[src/rtl/sevenseg_reader.sv]
// Seven-segment line reader: synchronizes and debounces the segment lines, then decodes them to a hex digit.
// Optional decimal-point channel is enabled by defining SEVENSEG_READER_DP_EN.
module sevenseg_reader #(
   parameter int unsigned STABLE_CYCLES = 4,
   parameter bit          ACTIVE_LOW    = 1'b1
) (
   input  logic       clk,
   input  logic       rst_n,
   input  logic [6:0] seg_in,
`ifdef SEVENSEG_READER_DP_EN
   input  logic       seg_dp,
   output logic       digit_dp,
`endif
   output logic [3:0] digit,
   output logic       pattern_err,
   output logic       digit_valid,
   input  logic       digit_ready,
   output logic       overrun
);

`ifdef SEVENSEG_READER_DP_EN
   localparam int W = 8;
`else
   localparam int W = 7;
`endif
   localparam logic [7:0] STABLE = 8'(STABLE_CYCLES);

   localparam logic [1:0] ST_SETTLE = 2'd0;
   localparam logic [1:0] ST_REPORT = 2'd1;
   localparam logic [1:0] ST_LOCKED = 2'd2;

   logic [W-1:0] seg_raw;
   logic [W-1:0] sync1_q, sync2_q;
   logic [W-1:0] lit;
   logic [W-1:0] pat_q;
   logic [W-1:0] last_q, last_d;
   logic [7:0]   cnt_q, cnt_d;
   logic [1:0]   state_q, state_d;
   logic [3:0]   digit_q, digit_d;
   logic         err_q, err_d;
   logic         valid_q, valid_d;
   logic         overrun_q, overrun_d;
   logic         changed, qualified, accept;
   logic [4:0]   dec;

`ifdef SEVENSEG_READER_DP_EN
   logic dp_q, dp_d;
   assign seg_raw  = {seg_dp, seg_in};
   assign digit_dp = dp_q;
`else
   assign seg_raw = seg_in;
`endif

   function automatic logic [4:0] decode(input logic [6:0] p);
      case (p)
         7'h3F:   decode = 5'h00;
         7'h06:   decode = 5'h01;
         7'h5B:   decode = 5'h02;
         7'h4F:   decode = 5'h03;
         7'h66:   decode = 5'h04;
         7'h6D:   decode = 5'h05;
         7'h7D:   decode = 5'h06;
         7'h07:   decode = 5'h07;
         7'h7F:   decode = 5'h08;
         7'h6F:   decode = 5'h09;
         7'h77:   decode = 5'h0A;
         7'h7C:   decode = 5'h0B;
         7'h39:   decode = 5'h0C;
         7'h5E:   decode = 5'h0D;
         7'h79:   decode = 5'h0E;
         7'h71:   decode = 5'h0F;
         default: decode = 5'h10;
      endcase
   endfunction

   assign lit       = ACTIVE_LOW ? ~sync2_q : sync2_q;
   assign changed   = (lit != pat_q);
   assign qualified = (cnt_q == STABLE);
   assign accept    = valid_q && digit_ready;
   assign dec       = decode(pat_q[6:0]);
   assign cnt_d     = changed ? 8'd1 : (qualified ? cnt_q : cnt_q + 8'd1);

   // pat_q is the previous cycle's lit; cnt_q counts how long it has been held.
   always_ff @(posedge clk or negedge rst_n) begin
      if (!rst_n) begin
         sync1_q <= '0;
         sync2_q <= '0;
         pat_q   <= '0;
         cnt_q   <= '0;
      end else begin
         // NOTE: non-blocking assignments let every flop sample the pre-edge value, so the chain really is two stages.
         sync1_q <= seg_raw;
         sync2_q <= sync1_q;
         pat_q   <= lit;
         cnt_q   <= cnt_d;
      end
   end

   always_comb begin
      // NOTE: every output of this block gets a default first, otherwise unassigned paths infer latches.
      state_d   = state_q;
      digit_d   = digit_q;
      err_d     = err_q;
      valid_d   = valid_q;
      overrun_d = overrun_q;
      last_d    = last_q;
`ifdef SEVENSEG_READER_DP_EN
      dp_d      = dp_q;
`endif
      case (state_q)
         ST_SETTLE: begin
            if (qualified) begin
               if (pat_q == '0) begin
                  last_d  = '0;
                  state_d = ST_LOCKED;
               end else if (pat_q == last_q) begin
                  state_d = ST_LOCKED;
               end else begin
                  digit_d = dec[3:0];
                  err_d   = dec[4];
                  valid_d = 1'b1;
                  last_d  = pat_q;
`ifdef SEVENSEG_READER_DP_EN
                  dp_d    = pat_q[7];
`endif
                  state_d = ST_REPORT;
               end
            end
         end
         ST_REPORT: begin
            if (accept) begin
               valid_d = 1'b0;
               // Any doubt about what is on the lines sends us back to SETTLE for a fresh look.
               state_d = (qualified && !changed && pat_q == last_q) ? ST_LOCKED : ST_SETTLE;
            end else if (qualified && pat_q != '0 && pat_q != last_q) begin
               overrun_d = 1'b1;
               last_d    = pat_q;
            end
         end
         ST_LOCKED: begin
            if (changed) state_d = ST_SETTLE;
         end
         default: state_d = ST_SETTLE;
      endcase
   end

   always_ff @(posedge clk or negedge rst_n) begin
      if (!rst_n) begin
         state_q   <= ST_SETTLE;
         digit_q   <= 4'd0;
         err_q     <= 1'b0;
         valid_q   <= 1'b0;
         overrun_q <= 1'b0;
         last_q    <= '0;
`ifdef SEVENSEG_READER_DP_EN
         dp_q      <= 1'b0;
`endif
      end else begin
         state_q   <= state_d;
         digit_q   <= digit_d;
         err_q     <= err_d;
         valid_q   <= valid_d;
         overrun_q <= overrun_d;
         last_q    <= last_d;
`ifdef SEVENSEG_READER_DP_EN
         dp_q      <= dp_d;
`endif
      end
   end

   assign digit       = digit_q;
   assign pattern_err = err_q;
   assign digit_valid = valid_q;
   assign overrun     = overrun_q;

endmodule

[config.mk]
export PLATFORM = sky130hd
export DESIGN_NAME = sevenseg_reader
export DESIGN_NICKNAME = d
export VERILOG_FILES = /design/src/rtl/sevenseg_reader.sv
export SDC_FILE = /design/constraint.sdc
export NUM_CORES = 1
export LEC_CHECK = 0
export CAP_MARGIN = 25
export CORE_MARGIN = 4
export CORE_UTILIZATION = 62
export DETAILED_ROUTE_END_ITERATION = 7
export HOLD_SLACK_MARGIN = 0.02
export PLACE_DENSITY = 0.84
export SETUP_SLACK_MARGIN = 0.05
export SLEW_MARGIN = 20
export SYNTH_ARGS = -nofsm -noshare
export SYNTH_HDL_FRONTEND = slang
export SYNTH_SLANG_ARGS = --single-unit
[constraint.sdc]
create_clock -name clk -period 4.5 [get_ports clk]
set_clock_uncertainty 0.15 [all_clocks]
set_input_delay 0.9 -clock clk [delete_from_list [all_inputs] [get_ports clk]]
set_output_delay 0.9 -clock clk [all_outputs]
set_load 0.02 [all_outputs]
==> results.sh <==
export IMPL_die_area_um2=4594
export IMPL_synth_cell_area_um2=2216
export IMPL_crit_path_end="digit[3]"
export IMPL_cp_max_fo=9
export IMPL_cts_inserted_buffers=5
export IMPL_core_area_um2=3390
export IMPL_required_ps=4600
export IMPL_power_net_switching_mw=0.1643
export IMPL_io_buffers=16
export IMPL_rows=21
export IMPL_crit_type="flop to flop"
export IMPL_grt_pass1_wl_um=7327
export IMPL_synth_edff_count=0
export IMPL_hold_viol=0
export IMPL_rsz0062_at_grt="false"
export IMPL_grt_max_degree=46
export IMPL_ys_warnings_count=0
export IMPL_synth_mux_area_frac=0.02484
export IMPL_hold_buffers=0
export IMPL_tns_ps=0
export IMPL_pwr_share_comb=0.061
export IMPL_synth_top_cell_area_share=0.5082
export IMPL_postCtsSetupRepairBufs=0
export IMPL_drt_iter0_markers=144
export IMPL_io_pins=17
export IMPL_yosysUniqueCellTypes=47
export IMPL_yosys_most_used_dff="dfrtp_1"
export IMPL_async_reset_ff_frac=1.000
export IMPL_place_congestion=0.8456
export IMPL_clkTransAtPathRegs_ps=120
export IMPL_synthCells=219
export IMPL_antenna_found_initial=0
export IMPL_finish_net_count=244
export IMPL_grt_overflow_total=0
export IMPL_path_delay_family="simple AND/OR/NAND/NOR gates"
export IMPL_ctsResizeCount=0
export IMPL_die_h_um=67.78
export IMPL_fin_ws_ps=2023
export IMPL_synth_simple_area_share=0.1971
export IMPL_fp_dieW_um=67.78
export IMPL_internal_power_mw=0.5680
export IMPL_slew_violations=0
export IMPL_dpl_hpwl_um=2874
export IMPL_synthXorXnorAreaFrac=0.07905
export IMPL_remaining_drc_errors=0
export IMPL_power_density_nw_per_um2=294.2
export IMPL_grt_pass1_vias=1632
export IMPL_drv_cap=0
export IMPL_viasPerCell=5.986
export IMPL_rr_endpoint="digit[3]"
export IMPL_vdd_drop_max_mv=0.2352
export IMPL_crit_cells=5
export IMPL_yosysTopAreaCell="dfrtp_1"
export IMPL_yosysSeqAreaShare=0.5082
export IMPL_ys_ff_latch=45
export IMPL_power_leakage_nw=1.054
export IMPL_clk_insertion_delay_late_ps=350
export IMPL_ant_nets=0
export IMPL_slowest_stage="dfrtp_1"
export IMPL_yosysMostFrequentCell="dfrtp_1"
export IMPL_cp_num_buf_inv=0
export IMPL_synth_top_family_by_area="simple AND/OR/NAND/NOR gates"
export IMPL_critPathCaptureType="flop"
export IMPL_ctsLongestPathBuffers=2
export IMPL_path_cells="or3_1 -> or2_1 -> or3_4 -> nor3_4 -> mux2_2"
export IMPL_status="complete, no violations"
export IMPL_grtUsageTotal=0.2147
export IMPL_finalSetupViolCount=0
export IMPL_routedWlPerCell_um=14.81
export IMPL_r2r_slack_ps=2020
export IMPL_seq_power_share=0.590
export IMPL_critPathArrivalTime_ps=2580
export IMPL_p_total_mw=0.7323
export IMPL_diodes=0
export IMPL_dp_slack_ps=1907
export IMPL_finalCritPeriodShare=0.5505
export IMPL_critPathLaunchType="flop"
export IMPL_worst_pin_slew_ps=622.7
export IMPL_drive_gt1_frac=0.1030
export IMPL_rr_worst_depth=5
export IMPL_max_freq_mhz=403.7
export IMPL_synth_fa_ha_area_frac=0.01129
export IMPL_cpPeakStageDelay_ps=440
export IMPL_utilization=0.7342
export IMPL_synthTopCellsByCount="dfrtp_1 (45), nand2_1 (18), inv_1 (14), o21ai_0 (14), nor2_1 (13)"
export IMPL_num_vias=1670
export IMPL_slew_headroom=0.5849
export IMPL_start_util=0.6537
export IMPL_cts_htree_levels=2
export IMPL_root_buffer="clkbuf_4"
export IMPL_routed_wl_um=4131
export IMPL_holdCritPathClass="flop to flop"
export IMPL_hold_slack_ps=209.0
export IMPL_synth_nets=231
export IMPL_cts_sinks=45
export IMPL_reg2reg_from="cnt_q[4]"
export IMPL_crit_start="cnt_q[4]"
export IMPL_clkPwrFrac=0.350
export IMPL_cts_tree="done"
export IMPL_first_pass_iters=4
export IMPL_fin_crit_ps=2477
export IMPL_swShare=0.2244
export IMPL_synth_area_top_cells="dfrtp_1 (51%), xor2_1 (4.3%), xnor2_1 (3.6%)"
export IMPL_synth_compound_area_frac=0.1304
export IMPL_area_growth_pct=12.31
export IMPL_syn_avg_cell_area_um2=10.12
-- power by group through the flow --
stage                     Sequential, mW  Combinational [mW]  Clock [mW]
after CTS                          0.432              0.0427       0.264
final                              0.432              0.0443       0.256
after detailed placement           0.440              0.0423           0
after global placement             0.438              0.0404           0
after floorplan                    0.426              0.0348           0
after global routing               0.434              0.0498       0.287
-- sequential cells by signal, indices dropped and copies added, names as in the netlist --
register     cells
sync1_q          7
digit            4
pat_q            7
sync2_q          7
pattern_err      1
overrun          1
state_q          2
last_q           7
cnt_q            8
digit_valid      1
-- logic make-up after synthesis --
logic type,count (synthesis)
AND/OR/NAND/NOR,76
AO/OA/AOI/OAI,45
flip-flops,45
buffers and inverters,26
XOR/XNOR,20
multiplexers,5
adder cells (fa/ha/maj),2
-- through the flow --
| stage | instances | cell area (µm²) |
|---|---|---|
| after floorplan | 219 | 2216 |
| after global placement | 270 | 2380 |
| after detailed placement | 270 | 2380 |
| after CTS | 278 | 2469 |
| after global routing | 279 | 2489 |
| final | 279 | 2489 |
-- layer usage --
metal	part of all wire	vias to the layer above	track usage
li1	-	800	-
met1	0.42	811	0.2500
met2	0.51	51	0.3682
met3	0.046	8	0.04825
met4	0.019	0	0.1117
met5	0	-	0
-- layout by cell type (no fill, tap or decap), types with 2 or more instances in the layout --
cell type,instances
nand2b_1,3
a32oi_1,2
nor2_1,13
nand3_1,5
nor3_1,3
nor3b_1,2
xor2_1,11
nand2_1,18
a31o_2,2
ha_1,2
xnor2_1,9
mux2_2,4
nand4_1,3
o22ai_1,5
a31oi_1,7
nor4_1,7
dfrtp_1,45
nor2b_1,7
inv_1,14
clkdlybuf4s50_1,15
clkbuf_4,5
or3_1,3
a21oi_1,7
o21ai_0,14
-- how the worst min path moves through the flow --
stage | from | cells after the start | end | slack, ps
6_report | sync1_q[1] | 0 | sync2_q[1] | 210
5_1_grt | sync1_q[0] | 0 | sync2_q[0] | 230
3_3_place_gp | sync1_q[4] | 0 | sync2_q[4] | 180
2_1_floorplan | sync1_q[0] | 0 | sync2_q[0] | 180
4_1_cts | sync1_q[1] | 0 | sync2_q[1] | 210
3_5_place_dp | sync1_q[5] | 0 | sync2_q[5] | 190
-- area by class of cell --
type | count | area (µm²)
well taps | 46 | 57.56
repair buffers | 18 | 182.7
clock buffers | 6 | 51.30
inverters | 14 | 52.55
fillers | 234 | 900.9
flip-flops and latches | 45 | 1126
multi-input cells | 148 | 980.9
clock inverters | 2 | 37.54
Note: power is estimated with default switching activity, not from simulation.
==> edit 1, RTL diff (same flow settings) <==
Change the parameter `ACTIVE_LOW` from 1'b1 to 1'b0.
--- a/src/rtl/sevenseg_reader.sv
+++ b/src/rtl/sevenseg_reader.sv
@@ -2,7 +2,7 @@
 // Optional decimal-point channel is enabled by defining SEVENSEG_READER_DP_EN.
 module sevenseg_reader #(
    parameter int unsigned STABLE_CYCLES = 4,
-   parameter bit          ACTIVE_LOW    = 1'b1
+   parameter bit          ACTIVE_LOW    = 1'b0
 ) (
    input  logic       clk,
    input  logic       rst_n,
Check against the original RTL: not equivalent (a bounded check fails within 10 cycles, from zero or initial values and one cycle with rst_n low).
==> edit 1 against the unedited design <==
- via count fell by 9.2%
- sequential cell count unchanged
- setup slack got worse by 430 ps
- final cell count down 6.8%
- area after synthesis decreased by 2.5%
- count of clock-buffer cells in the layout down 1
- design area down 4.1%
- total power down 10%
- wire length shrank 6.8%
- critical path type unchanged
==> edit 1: results (changes against the unedited design) <==
| Metric | Value |
|---|---|
| Outcome | completed |
| CP delay by family, top | simple AND/OR/NAND/NOR gates |
| HP Start | sync1_q[2] |
| Biggest register | cnt_q |
| CP arrival | 3000 ps (+420 ps) |
| First-pass GRT wire length | 6780 um (-7.4%) |
| # diodes | 0 (unchanged) |
| Post_cts resized | 0 (unchanged) |
| Number of different library cells in the post-synthesis netlist | 46 (-2.1%) |
| Tot GR Track Use | 20.4% (-1.1 points) |
| Dpl ws | 1580 ps (-326 ps) |
| Syn Inst Count | 201 (-8.2%) |
| Crit-path max cell delay | 620 ps (+180 ps) |
| RR Startpoint | pat_q[3] |
| Post-synth ARST share | 100% (unchanged) |
| Hold crit path type | reg2reg |
| Max reg flops | 8 (unchanged) |
| Placed cell area | 2310 sq um (-2.8%) |
| Crit Path Max Fanout | 19 (+10) |
| Initial DRC Count | 77 (-47%) |
| Net count after synthesis | 213 (-7.8%) |
| Seq/Total Area, Yosys | 52.1% (+1.3 points) |
| Layout Nets | 225 (-7.8%) |
| Peak VDD IR | 0.241 mV (+2.7%) |
| Layout cells sized above 1 | 11.2% (+0.91 points) |
| First-pass iteration count of the detailed router | 4 (unchanged) |
| Vias per Instance | 5.83 (-2.5%) |
| Static leakage | 0.988 nW (-6.2%) |
| Clock latency on the worst-skew pair | 350 ps (about the same) |
| Root buffer cell | clkbuf_4 |
| Clock buffer depth | 2 (unchanged) |
| Placed cells | 251 (-7.0%) |
| Largest net degree at the start of global routing | 46 (unchanged) |
| Hpwl dp | 2690 um (-6.4%) |
| Vias in the first global route | 1506 (-7.7%) |
| Drt total wl | 3850 um (-6.8%) |
| Final std cells w/o fill | 260 (-6.8%) |
| Number of CTS-inserted buffers | 5 (unchanged) |
| Crit path launch | pat_q[3] |
| Post-CTS Setup Inserts | 0 (unchanged) |
| Slew margin rel. | 62.5% (+4.1 points) |
| Synth area leaders | dfrtp_1, mux2_4, xnor2_1 |
| GPL Wtd Cong | 0.787 (-7.0%) |
| Synth top cells by count | dfrtp_1, nor2_1, xnor2_1, clkbuf_1 |
| H-tree levels | 2 (unchanged) |
| Crit-path slowest cell | or4_4 |
| Maximum capacitance violations | 0 (unchanged) |
| Main synth FF type | dfrtp_1 |
| Clock transition at path regs | 130 ps |
| Ys Warns | 0 (unchanged) |
## edit 1: cells by family after synthesis
| family | count (synthesis) | synth area share, % |
|---|---|---|
| AOI/OAI and AO/OA | 37 | 11.4 |
| xor gates and xnor gates | 18 | 7.30 |
| adders and majority gates | 2 | 1.16 |
| buffers and inverters | 17 | 3.65 |
| DFF | 45 | 52.1 |
| muxes | 7 | 4.87 |
| and+or+nand+nor | 75 | 19.5 |
## edit 1: worst reg2reg max path, delay by kind of cell, from the launching register on
family | cells | cell delay [ps]
flops | 1 | 610
compound gates | 1 | 610
simple gates | 2 | 1070
mux | 1 | 370
## edit 1: power breakdown
part           total [mW]  leakage, nW  internal, mW  switching, mW
clock               0.183       0.0310        0.0590          0.124
combinational      0.0419        0.382        0.0221         0.0198
sequential          0.432        0.575         0.414         0.0181
## edit 1: cell type report
cell class | count | area, sq um
Clock buffer | 5 | 37.5
Clock inverter | 3 | 17.5
Fill cell | 265 | 976
Inverter | 5 | 18.8
Multi-Input combinational cell | 139 | 955
Sequential cell | 45 | 1130
Tap cell | 46 | 57.6
Timing Repair Buffer | 17 | 175
## edit 1: metal layers
layer / vias up / GRT usage [%] / share of wire (%)
li1: 729 / - / -
met1: 730 / 26.1 / 44
met2: 50 / 32.9 / 49
met3: 8 / 5.56 / 5.5
met4: 0 / 7.59 / 1.7
met5: - / 0 / 0
## edit 1: final timing paths
path / end / slack (ps)
max: last_q[0] / 1590
min: lit[2] / 210
max reg2reg: last_q[0] / 1590
min reg2reg: lit[2] / 210
max in group asynchronous: cnt_q[4] / 3500
min in group asynchronous: last_q[6] / 250
==> edit 2, RTL diff (config.mk and constraints unchanged) <==
Without the edit above. Make the reset (`rst_n`) synchronous in 2 clocked blocks.
--- a/src/rtl/sevenseg_reader.sv
+++ b/src/rtl/sevenseg_reader.sv
@@ -81,7 +81,7 @@
    assign cnt_d     = changed ? 8'd1 : (qualified ? cnt_q : cnt_q + 8'd1);
 
    // pat_q is the previous cycle's lit; cnt_q counts how long it has been held.
-   always_ff @(posedge clk or negedge rst_n) begin
+   always_ff @(posedge clk) begin
       if (!rst_n) begin
          sync1_q <= '0;
          sync2_q <= '0;
@@ -144,7 +144,7 @@
       endcase
    end
 
-   always_ff @(posedge clk or negedge rst_n) begin
+   always_ff @(posedge clk) begin
       if (!rst_n) begin
          state_q   <= ST_SETTLE;
          digit_q   <= 4'd0;
Function: differs if rst_n is asserted again (counterexample within 10 cycles, from zero or initial values and one cycle with rst_n low); with rst_n held inactive, the same outputs for 10 cycles.
==> edit 2 against the unedited design <==
- largest cell class is now multi-input gates
- design area fell by 7.1%
- sequential cell count did not move
- via count is 4.1% lower
- wire length decreased by 6.4%
- combinational power grew 14%
- total power fell by 0.88%
- setup slack worse by 150 ps
- hold slack better by 83 ps
- largest power group unchanged
- area after synthesis shrank 6.4%
- utilization up 0.50 points
- critical path depth down 1
- count of clock-buffer cells in the layout shrank 1
==> edit 2: results (changes against the unedited design) <==
| Metric | Value |
|---|---|
| Outcome | completed |
| Crit-path slowest cell | or4_4 |
| R2R Setup Slk | 1870 ps (-150 ps) |
| Dpl ws | 1830 ps (-74.0 ps) |
| Largest net degree at the start of global routing | 22 (-52%) |
| Crit-path max cell delay | 630 ps (+190 ps) |
| Synth area leaders | dfxtp_1, xor2_1, and2_1 |
| GPL Wtd Cong | 0.844 (-0.17%) |
| Logic pwr share | 6.9% (+0.8 points) |
| Xor/xnor cell area share of the yosys netlist | 9.29% (+1.4 points) |
| Hold WS | 292 ps (+83.0 ps) |
| Grt met3 use | 4.59% (-0.23 points) |
| Clock share of power | 33.8% (-1.2 points) |
| Post-synth ARST share | 0% (-100 points) |
| Met2 usage | 35.3% (-1.5 points) |
| R2r worst-path depth | 4 (-1) |
| Crit Path Max Fanout | 16 (+7) |
| Layout Nets | 256 (+4.9%) |
| Layout cells sized above 1 | 5.33% (-5.0 points) |
| Final std cells w/o fill | 288 (+3.2%) |
| Peak VDD IR | 0.265 mV (+13%) |
| First-pass iteration count of the detailed router | 5 (+1) |
| Wirelength per Cell | 13.4 um (-9.3%) |
| First-pass GRT wire length | 6710 um (-8.5%) |
| Synth Area in Compound Gates | 10.3% (-2.8 points) |
| Number of different library cells in the post-synthesis netlist | 42 (-11%) |
| Synth top cells by count | dfxtp_1, nand2_1, nor2_1, and2_1, xor2_1 |
| CP arrival | 2760 ps (+180 ps) |
| Main synth FF type | dfxtp_1 |
| Vias in the first global route | 1447 (-11%) |
| Mux share of post-synthesis cell area | 4.35% (+1.9 points) |
==> edit 2: worst max-delay path by stage <==
stage / slack [ps] / cells after the start / endpoint / startpoint
2_1_floorplan: 2180 / 5 / last_q[0] / pat_q[3]
4_1_cts: 1870 / 4 / last_q[6] / pat_q[3]
5_1_grt: 1690 / 7 / digit[0] / cnt_q[1]
3_5_place_dp: 1830 / 5 / pattern_err / rst_n
3_3_place_gp: 1850 / 5 / pattern_err / rst_n
6_report: 1870 / 4 / last_q[6] / pat_q[3]
==> edit 2: cell type report <==
type	count	area [sq um]
inverters	5	18.8
well taps	44	55.1
clock buffers	5	37.5
repair buffers	17	168
fillers	237	816
multi-input cells	170	1090
flip-flops and latches	45	901
clock inverters	2	38.8
==> edit 2: layer usage <==
layer / share of wire [%] / wire [um]
met3: 3.5 / 137
met5: 0 / 0
met2: 49 / 1890
met4: 1.2 / 48
met1: 46 / 1790
